**config.mk**
```make
export PLATFORM = sky130hd
export DESIGN_NAME = pc_gen
export DESIGN_NICKNAME = d
export VERILOG_FILES = /design/src/rtl/pc_gen_pkg.sv /design/src/rtl/pc_redirect_arb.sv /design/src/rtl/pc_gen.sv
export SDC_FILE = /design/constraint.sdc
export NUM_CORES = 1
export LEC_CHECK = 0
export ABC_CLOCK_PERIOD_IN_PS = 3000
export BUFFER_PORTS_ARGS = -buffer_cell sky130_fd_sc_hd__buf_2
export CAP_MARGIN = 20
export CORE_ASPECT_RATIO = 0.6
export CORE_MARGIN = 2
export CORE_UTILIZATION = 40
export DETAILED_ROUTE_END_ITERATION = 16
export HOLD_SLACK_MARGIN = 0.15
export SETUP_SLACK_MARGIN = 0.02
export SLEW_MARGIN = 20
export SYNTH_ARGS = -nofsm -noshare
export SYNTH_HDL_FRONTEND = slang
export SYNTH_SLANG_ARGS = --single-unit
```
**constraint.sdc**
```tcl
create_clock -name clk -period 3 [get_ports clk]
set_input_delay 0.3 -clock clk [delete_from_list [all_inputs] [get_ports clk]]
set_output_delay 0.3 -clock clk [all_outputs]
set_load 0.005 [all_outputs]
```
**src/rtl/pc_gen_pkg.sv**
```systemverilog
// Shared types for the fetch-stage program counter: FSM states, redirect
// source encoding (ordered by priority) and the replacement rule.
package pc_gen_pkg;

  typedef enum logic [1:0] {
    S_BOOT = 2'd0,
    S_RUN  = 2'd1,
    S_PEND = 2'd2
  } state_e;

  // Numeric order is priority order: a larger value outranks a smaller one.
  typedef enum logic [1:0] {
    SRC_NONE = 2'd0,
    SRC_BR   = 2'd1,
    SRC_TRAP = 2'd2
  } redir_src_e;

  // A new redirect replaces the held one when it is at least as urgent.
  // Equal priority wins so the newest request of a kind is the one kept.
  function automatic logic redir_wins(redir_src_e new_src, redir_src_e held_src);
    return (new_src != SRC_NONE) && (new_src >= held_src);
  endfunction

endpackage

```
**src/rtl/pc_redirect_arb.sv**
```systemverilog
// Combinational trap-over-branch select. The single winner feeds both the
// direct-load path and the pending-replacement path of pc_gen.
module pc_redirect_arb
  import pc_gen_pkg::*;
#(
  parameter int WIDTH = 32
) (
  input  logic             br_en,
  input  logic [WIDTH-1:0] br_target,
  input  logic             trap_en,
  input  logic [WIDTH-1:0] trap_target,
  output logic             req_valid,
  output logic [WIDTH-1:0] req_target,
  output redir_src_e       req_src
);

  // Trap always outranks branch; a simultaneous branch is discarded.
  always_comb begin
    req_valid  = 1'b0;
    req_target = '0;
    req_src    = SRC_NONE;
    if (trap_en) begin
      req_valid  = 1'b1;
      req_target = trap_target;
      req_src    = SRC_TRAP;
    end else if (br_en) begin
      req_valid  = 1'b1;
      req_target = br_target;
      req_src    = SRC_BR;
    end
  end

endmodule

```
**src/rtl/pc_gen.sv**
```systemverilog
// Fetch-stage program counter: reset vector, sequential increment, stall hold,
// trap/branch redirects and a pending-redirect slot so a redirect seen while
// stalled is applied on the first non-stalled edge.
// Optional build macro PC_GEN_MISALIGN_CHECK_EN adds misalign_err and rejects
// redirect targets whose low two bits are nonzero.
module pc_gen
  import pc_gen_pkg::*;
#(
  parameter int               WIDTH       = 32,
  parameter logic [WIDTH-1:0] RESET_VALUE = '0,
  parameter int               INC         = 4
) (
  input  logic             clk,
  input  logic             rst,
  input  logic             stall,
  input  logic             br_en,
  input  logic [WIDTH-1:0] br_target,
  input  logic             trap_en,
  input  logic [WIDTH-1:0] trap_target,
`ifdef PC_GEN_MISALIGN_CHECK_EN
  output logic             misalign_err,
`endif
  output logic [WIDTH-1:0] pc,
  output logic             pc_valid,
  output logic             redirect_taken,
  output logic             pend
);

  localparam logic [WIDTH-1:0] INC_W = WIDTH'(INC);

  state_e           state_reg, state_next;
  logic [WIDTH-1:0] pc_reg, pc_next;
  logic             pc_valid_reg, pc_valid_next;
  logic             taken_reg, taken_next;
  logic [WIDTH-1:0] pend_target_reg, pend_target_next;
  redir_src_e       pend_src_reg, pend_src_next;

  logic             arb_valid;
  logic [WIDTH-1:0] arb_target;
  redir_src_e       arb_src;
  logic             req_ok;

  pc_redirect_arb #(.WIDTH(WIDTH)) u_arb (
    .br_en       (br_en),
    .br_target   (br_target),
    .trap_en     (trap_en),
    .trap_target (trap_target),
    .req_valid   (arb_valid),
    .req_target  (arb_target),
    .req_src     (arb_src)
  );

`ifdef PC_GEN_MISALIGN_CHECK_EN
  logic misalign_reg, misalign_next;
  logic req_bad;
  // A misaligned winner is treated as if no redirect had been requested.
  assign req_ok  = arb_valid && (arb_target[1:0] == 2'b00);
  assign req_bad = arb_valid && (arb_target[1:0] != 2'b00);
  assign misalign_err = misalign_reg;
`else
  assign req_ok = arb_valid;
`endif

  // Next-state, next-pc and pending-slot decisions for the current edge.
  always_comb begin
    state_next       = state_reg;
    pc_next          = pc_reg;
    pc_valid_next    = pc_valid_reg;
    taken_next       = 1'b0;
    pend_target_next = pend_target_reg;
    pend_src_next    = pend_src_reg;
`ifdef PC_GEN_MISALIGN_CHECK_EN
    misalign_next    = 1'b0;
`endif
    case (state_reg)
      S_BOOT: begin
        state_next    = S_RUN;
        pc_valid_next = 1'b1;
      end
      S_RUN: begin
        if (req_ok) begin
          if (!stall) begin
            pc_next    = arb_target;
            taken_next = 1'b1;
          end else begin
            pend_target_next = arb_target;
            pend_src_next    = arb_src;
            state_next       = S_PEND;
          end
        end else if (!stall) begin
          pc_next = pc_reg + INC_W;
        end
`ifdef PC_GEN_MISALIGN_CHECK_EN
        misalign_next = req_bad;
`endif
      end
      S_PEND: begin
        if (req_ok && redir_wins(arb_src, pend_src_reg)) begin
          if (!stall) begin
            pc_next          = arb_target;
            taken_next       = 1'b1;
            pend_target_next = '0;
            pend_src_next    = SRC_NONE;
            state_next       = S_RUN;
          end else begin
            pend_target_next = arb_target;
            pend_src_next    = arb_src;
          end
        end else if (!stall) begin
          pc_next          = pend_target_reg;
          taken_next       = 1'b1;
          pend_target_next = '0;
          pend_src_next    = SRC_NONE;
          state_next       = S_RUN;
        end
`ifdef PC_GEN_MISALIGN_CHECK_EN
        misalign_next = req_bad && redir_wins(arb_src, pend_src_reg);
`endif
      end
      default: begin
        state_next = S_BOOT;
      end
    endcase
  end

  // State register; reset overrides everything including a held redirect.
  always_ff @(posedge clk) begin
    if (rst) begin
      state_reg       <= S_BOOT;
      pc_reg          <= RESET_VALUE;
      pc_valid_reg    <= 1'b0;
      taken_reg       <= 1'b0;
      pend_target_reg <= '0;
      pend_src_reg    <= SRC_NONE;
`ifdef PC_GEN_MISALIGN_CHECK_EN
      misalign_reg    <= 1'b0;
`endif
    end else begin
      state_reg       <= state_next;
      pc_reg          <= pc_next;
      pc_valid_reg    <= pc_valid_next;
      taken_reg       <= taken_next;
      pend_target_reg <= pend_target_next;
      pend_src_reg    <= pend_src_next;
`ifdef PC_GEN_MISALIGN_CHECK_EN
      misalign_reg    <= misalign_next;
`endif
    end
  end

  assign pc             = pc_reg;
  assign pc_valid       = pc_valid_reg;
  assign redirect_taken = taken_reg;
  assign pend           = (state_reg == S_PEND);

endmodule

```
==> flow_metrics.env <==
export IMPL_relSlewSlack_pct=43.92
export IMPL_synth_area_per_cell_um2=8.137
export IMPL_use_met2_pct=39.47
export IMPL_port_buffers=103
export IMPL_start_util_pct=41.15
export IMPL_fillers=1052
export IMPL_cp_required_ps=3270
export IMPL_hold_class="in -> reg"
export IMPL_synth_top_cell_by_area="dfxtp_1"
export IMPL_path_buf_inv=2
export IMPL_drt_total_wl_um=15970
export IMPL_hpwl_um=11040
export IMPL_path_clk_slew_ps=60
export IMPL_ys_ff_latch=70
export IMPL_vdd_drop_max_uv=315.0
export IMPL_synth_top_area_share_pct=32.25
export IMPL_rsz0062_at_grt="no"
export IMPL_postCtsHoldBufs=0
export IMPL_hold_slack_ps=258.4
export IMPL_die_w_um=138.6
export IMPL_maxSlewViolCount=0
export IMPL_diodes=0
export IMPL_syn_area_um2=4345
export IMPL_clock_power_share_pct=37.9
export IMPL_synth_edff_count=0
export IMPL_multi_input_area_um2=2621
export IMPL_synthArstFlopShare_pct=0
export IMPL_placed_area_um2=4979
export IMPL_run_status="completed"
export IMPL_p_sw_w=0.001015
export IMPL_cp_max_fo=20
export IMPL_fin_skew_ps=4.899
export IMPL_crit_family="compound AO/OA/AOI/OAI gates"
export IMPL_cts_resized_gates=0
export IMPL_fin_area_um2=5310
export IMPL_overflow=0
export IMPL_cts_root_buf="clkbuf_16"
export IMPL_p_sw_share_pct=32.73
export IMPL_wl_per_cell_um=20.93
export IMPL_yosysSeqAreaShare_pct=32.25
export IMPL_fin_util_pct=50.29
export IMPL_drtPass1Iterations=5
export IMPL_via_per_inst=6.394
export IMPL_clock_sinks=70
export IMPL_maxCapViolCount=0
export IMPL_crit_path_top_delay_cell="a21o_1"
export IMPL_fin_nets=694
export IMPL_cp_end_kind="flip-flop"
export IMPL_drtAntennaViolNets=0
export IMPL_grt_pass1_wl_um=25450
export IMPL_gp_congestion=0.9082
export IMPL_antenna_found_initial=0
export IMPL_syn_nets=609
export IMPL_grt_use_total_pct=27.50
export IMPL_clock_path_buffers=2
export IMPL_insertion_delay_ps=340
export IMPL_hold_viol=0
export IMPL_num_vias=4879
export IMPL_grt_max_degree=42
export IMPL_design_core_area_um2=10560
export IMPL_fin_setup_tns_ps=0
export IMPL_drc=0
export IMPL_met3_usage_pct=6.389
export IMPL_synthTopCellsByArea="dfxtp_1, o2bb2ai_1, a22oi_1"
export IMPL_critPathArrivalTime_ps=2880
export IMPL_post_cts_buffers=0
export IMPL_synthFlopType="dfxtp_1"
export IMPL_fin_crit_sh_pct=87.07
export IMPL_ys_warn_count=0
export IMPL_p_comb_share_pct=24.3
export IMPL_cp_slowest_stage_delay_ps=550
export IMPL_synthTopCellsByCount="dfxtp_1, nor2_1, a22oi_1"
export IMPL_die_area_um2=11740
export IMPL_leakage_nw=1.970
export IMPL_cts_inserted_buffers=9
export IMPL_pwr_density_cell_nw_per_um2=584.1
export IMPL_tightest_slew_ps=834.8
export IMPL_grt_busiest_layer="met1"
export IMPL_seqPwrFrac_pct=37.8
export IMPL_io_pins=104
export IMPL_fp_dieH_um=84.74
export IMPL_drive_above_1_share_pct=26.12
export IMPL_min_period_ps=2612
export IMPL_internal_power_w=0.002086
export IMPL_cts_tree="built"
export IMPL_crit_path_start_kind="flip-flop"
export IMPL_drtIter0Drc=492
export IMPL_fmax_mhz=382.8
export IMPL_h_tree_depth=3
export IMPL_synth_most_common_cell="dfxtp_1"
export IMPL_final_seq_area_um2=1401
export IMPL_met1_usage_pct=41.00
export IMPL_synth_cells=534
export IMPL_synth_cell_types=61
export IMPL_rows=29
export IMPL_setup_viol=0
export IMPL_syn2layout_area_growth_pct=22.20
export IMPL_crit_type="reg -> reg"
export IMPL_crit_chain="inv_1, ha_1, or2_1, a21oi_1, a21o_1, nand2b_1, buf_4, o22ai_1"
export IMPL_grt_pass1_vias=4635
-- cells in the final DEF (no fill, tap or decap), types with 3 or more instances in the layout --
cell type	netlist	routed
a22oi_1	33	33
and3_1	5	5
o21ai_1	10	10
a211oi_1	13	13
dfxtp_1	70	70
nand3_2	4	4
a41oi_1	4	4
nor4_1	16	16
or2_2	3	3
o41ai_1	7	7
buf_4	0	23
inv_1	27	27
clkbuf_16	0	9
nor2_1	39	39
a21oi_1	31	31
nor3_1	13	12
o2bb2ai_1	32	32
o32ai_1	16	16
a22o_1	4	4
nand4_1	11	11
a221oi_1	17	17
o22ai_1	4	4
nand3_1	5	5
o211ai_1	8	8
nor2b_1	7	6
buf_2	25	103
a31oi_1	5	5
a2111oi_0	9	9
nand2_1	25	25
o21ai_0	18	18
o21a_1	3	3
ha_1	6	6
-- layer usage --
metal	share of wire (%)	routed length, um	vias up
met3	9.6	1534	25
met2	41	6526	241
met5	0	0	-
met4	1.8	285	0
met1	48	7627	2335
li1	-	-	2278
-- cell families (layout without fill, tap and decap cells) --
logic type / after synthesis / in the layout / synth area share (%)
mux: 1 / 1 / 0.2591
compound gates: 228 / 228 / 39.19
flops: 70 / 70 / 32.25
xor+xnor: 1 / 1 / 0.2016
fa+ha+maj: 6 / 6 / 1.728
simple gates: 149 / 149 / 18.66
buf+inv: 79 / 169 / 7.717
-- worst register-to-register path, delay by kind of cell, from the launching register on --
family                   cells  cell delay [ps]
buffers and inverters        2              300
AO/OA/AOI/OAI                3              970
AND/OR/NAND/NOR              2              470
adder cells (fa/ha/maj)      1              440
flip-flops                   1              360
-- path summary, 6_finish.rpt --
kind,cells past startpoint,end,from,slack [ps]
worst min-delay path,3,pend_target_reg[21],br_target[21],260
worst max-delay path,8,pc[26],state_reg[0],390
worst max register to register,8,pc[26],state_reg[0],390
worst min register to register,1,pend_target_reg[3],pend_target_reg[3],460
-- metrics by stage --
step	power (W)	setup WS (ps)	instances
final	0.003102	387.9	763
after global routing	0.003240	176.5	763
after CTS	0.003097	435.6	762
after detailed placement	0.001928	414.7	746
after global placement	0.001919	514.9	746
after floorplan	0.001630	380.6	534
-- layout make-up --
class                      instances  share of cell area (%)
multi-input combinational        385                   49.36
sequential                        70                   26.39
timing repair buffer             126                   12.96
clock buffer                      10                   4.500
tap                              139                   3.275
inverter                          27                   1.909
clock inverter                     6                   1.602
-- power groups by stage --
stage	Clock (W)	Sequential (W)	Combinational [W]
floorplan	0	0.00115	0.000482
global placement	0	0.00119	0.000734
detailed placement	0	0.00119	0.000742
CTS	0.00118	0.00117	0.000745
global route	0.00122	0.00119	0.000831
finish	0.00118	0.00117	0.000754
Note: power is estimated with default switching activity, not from simulation.
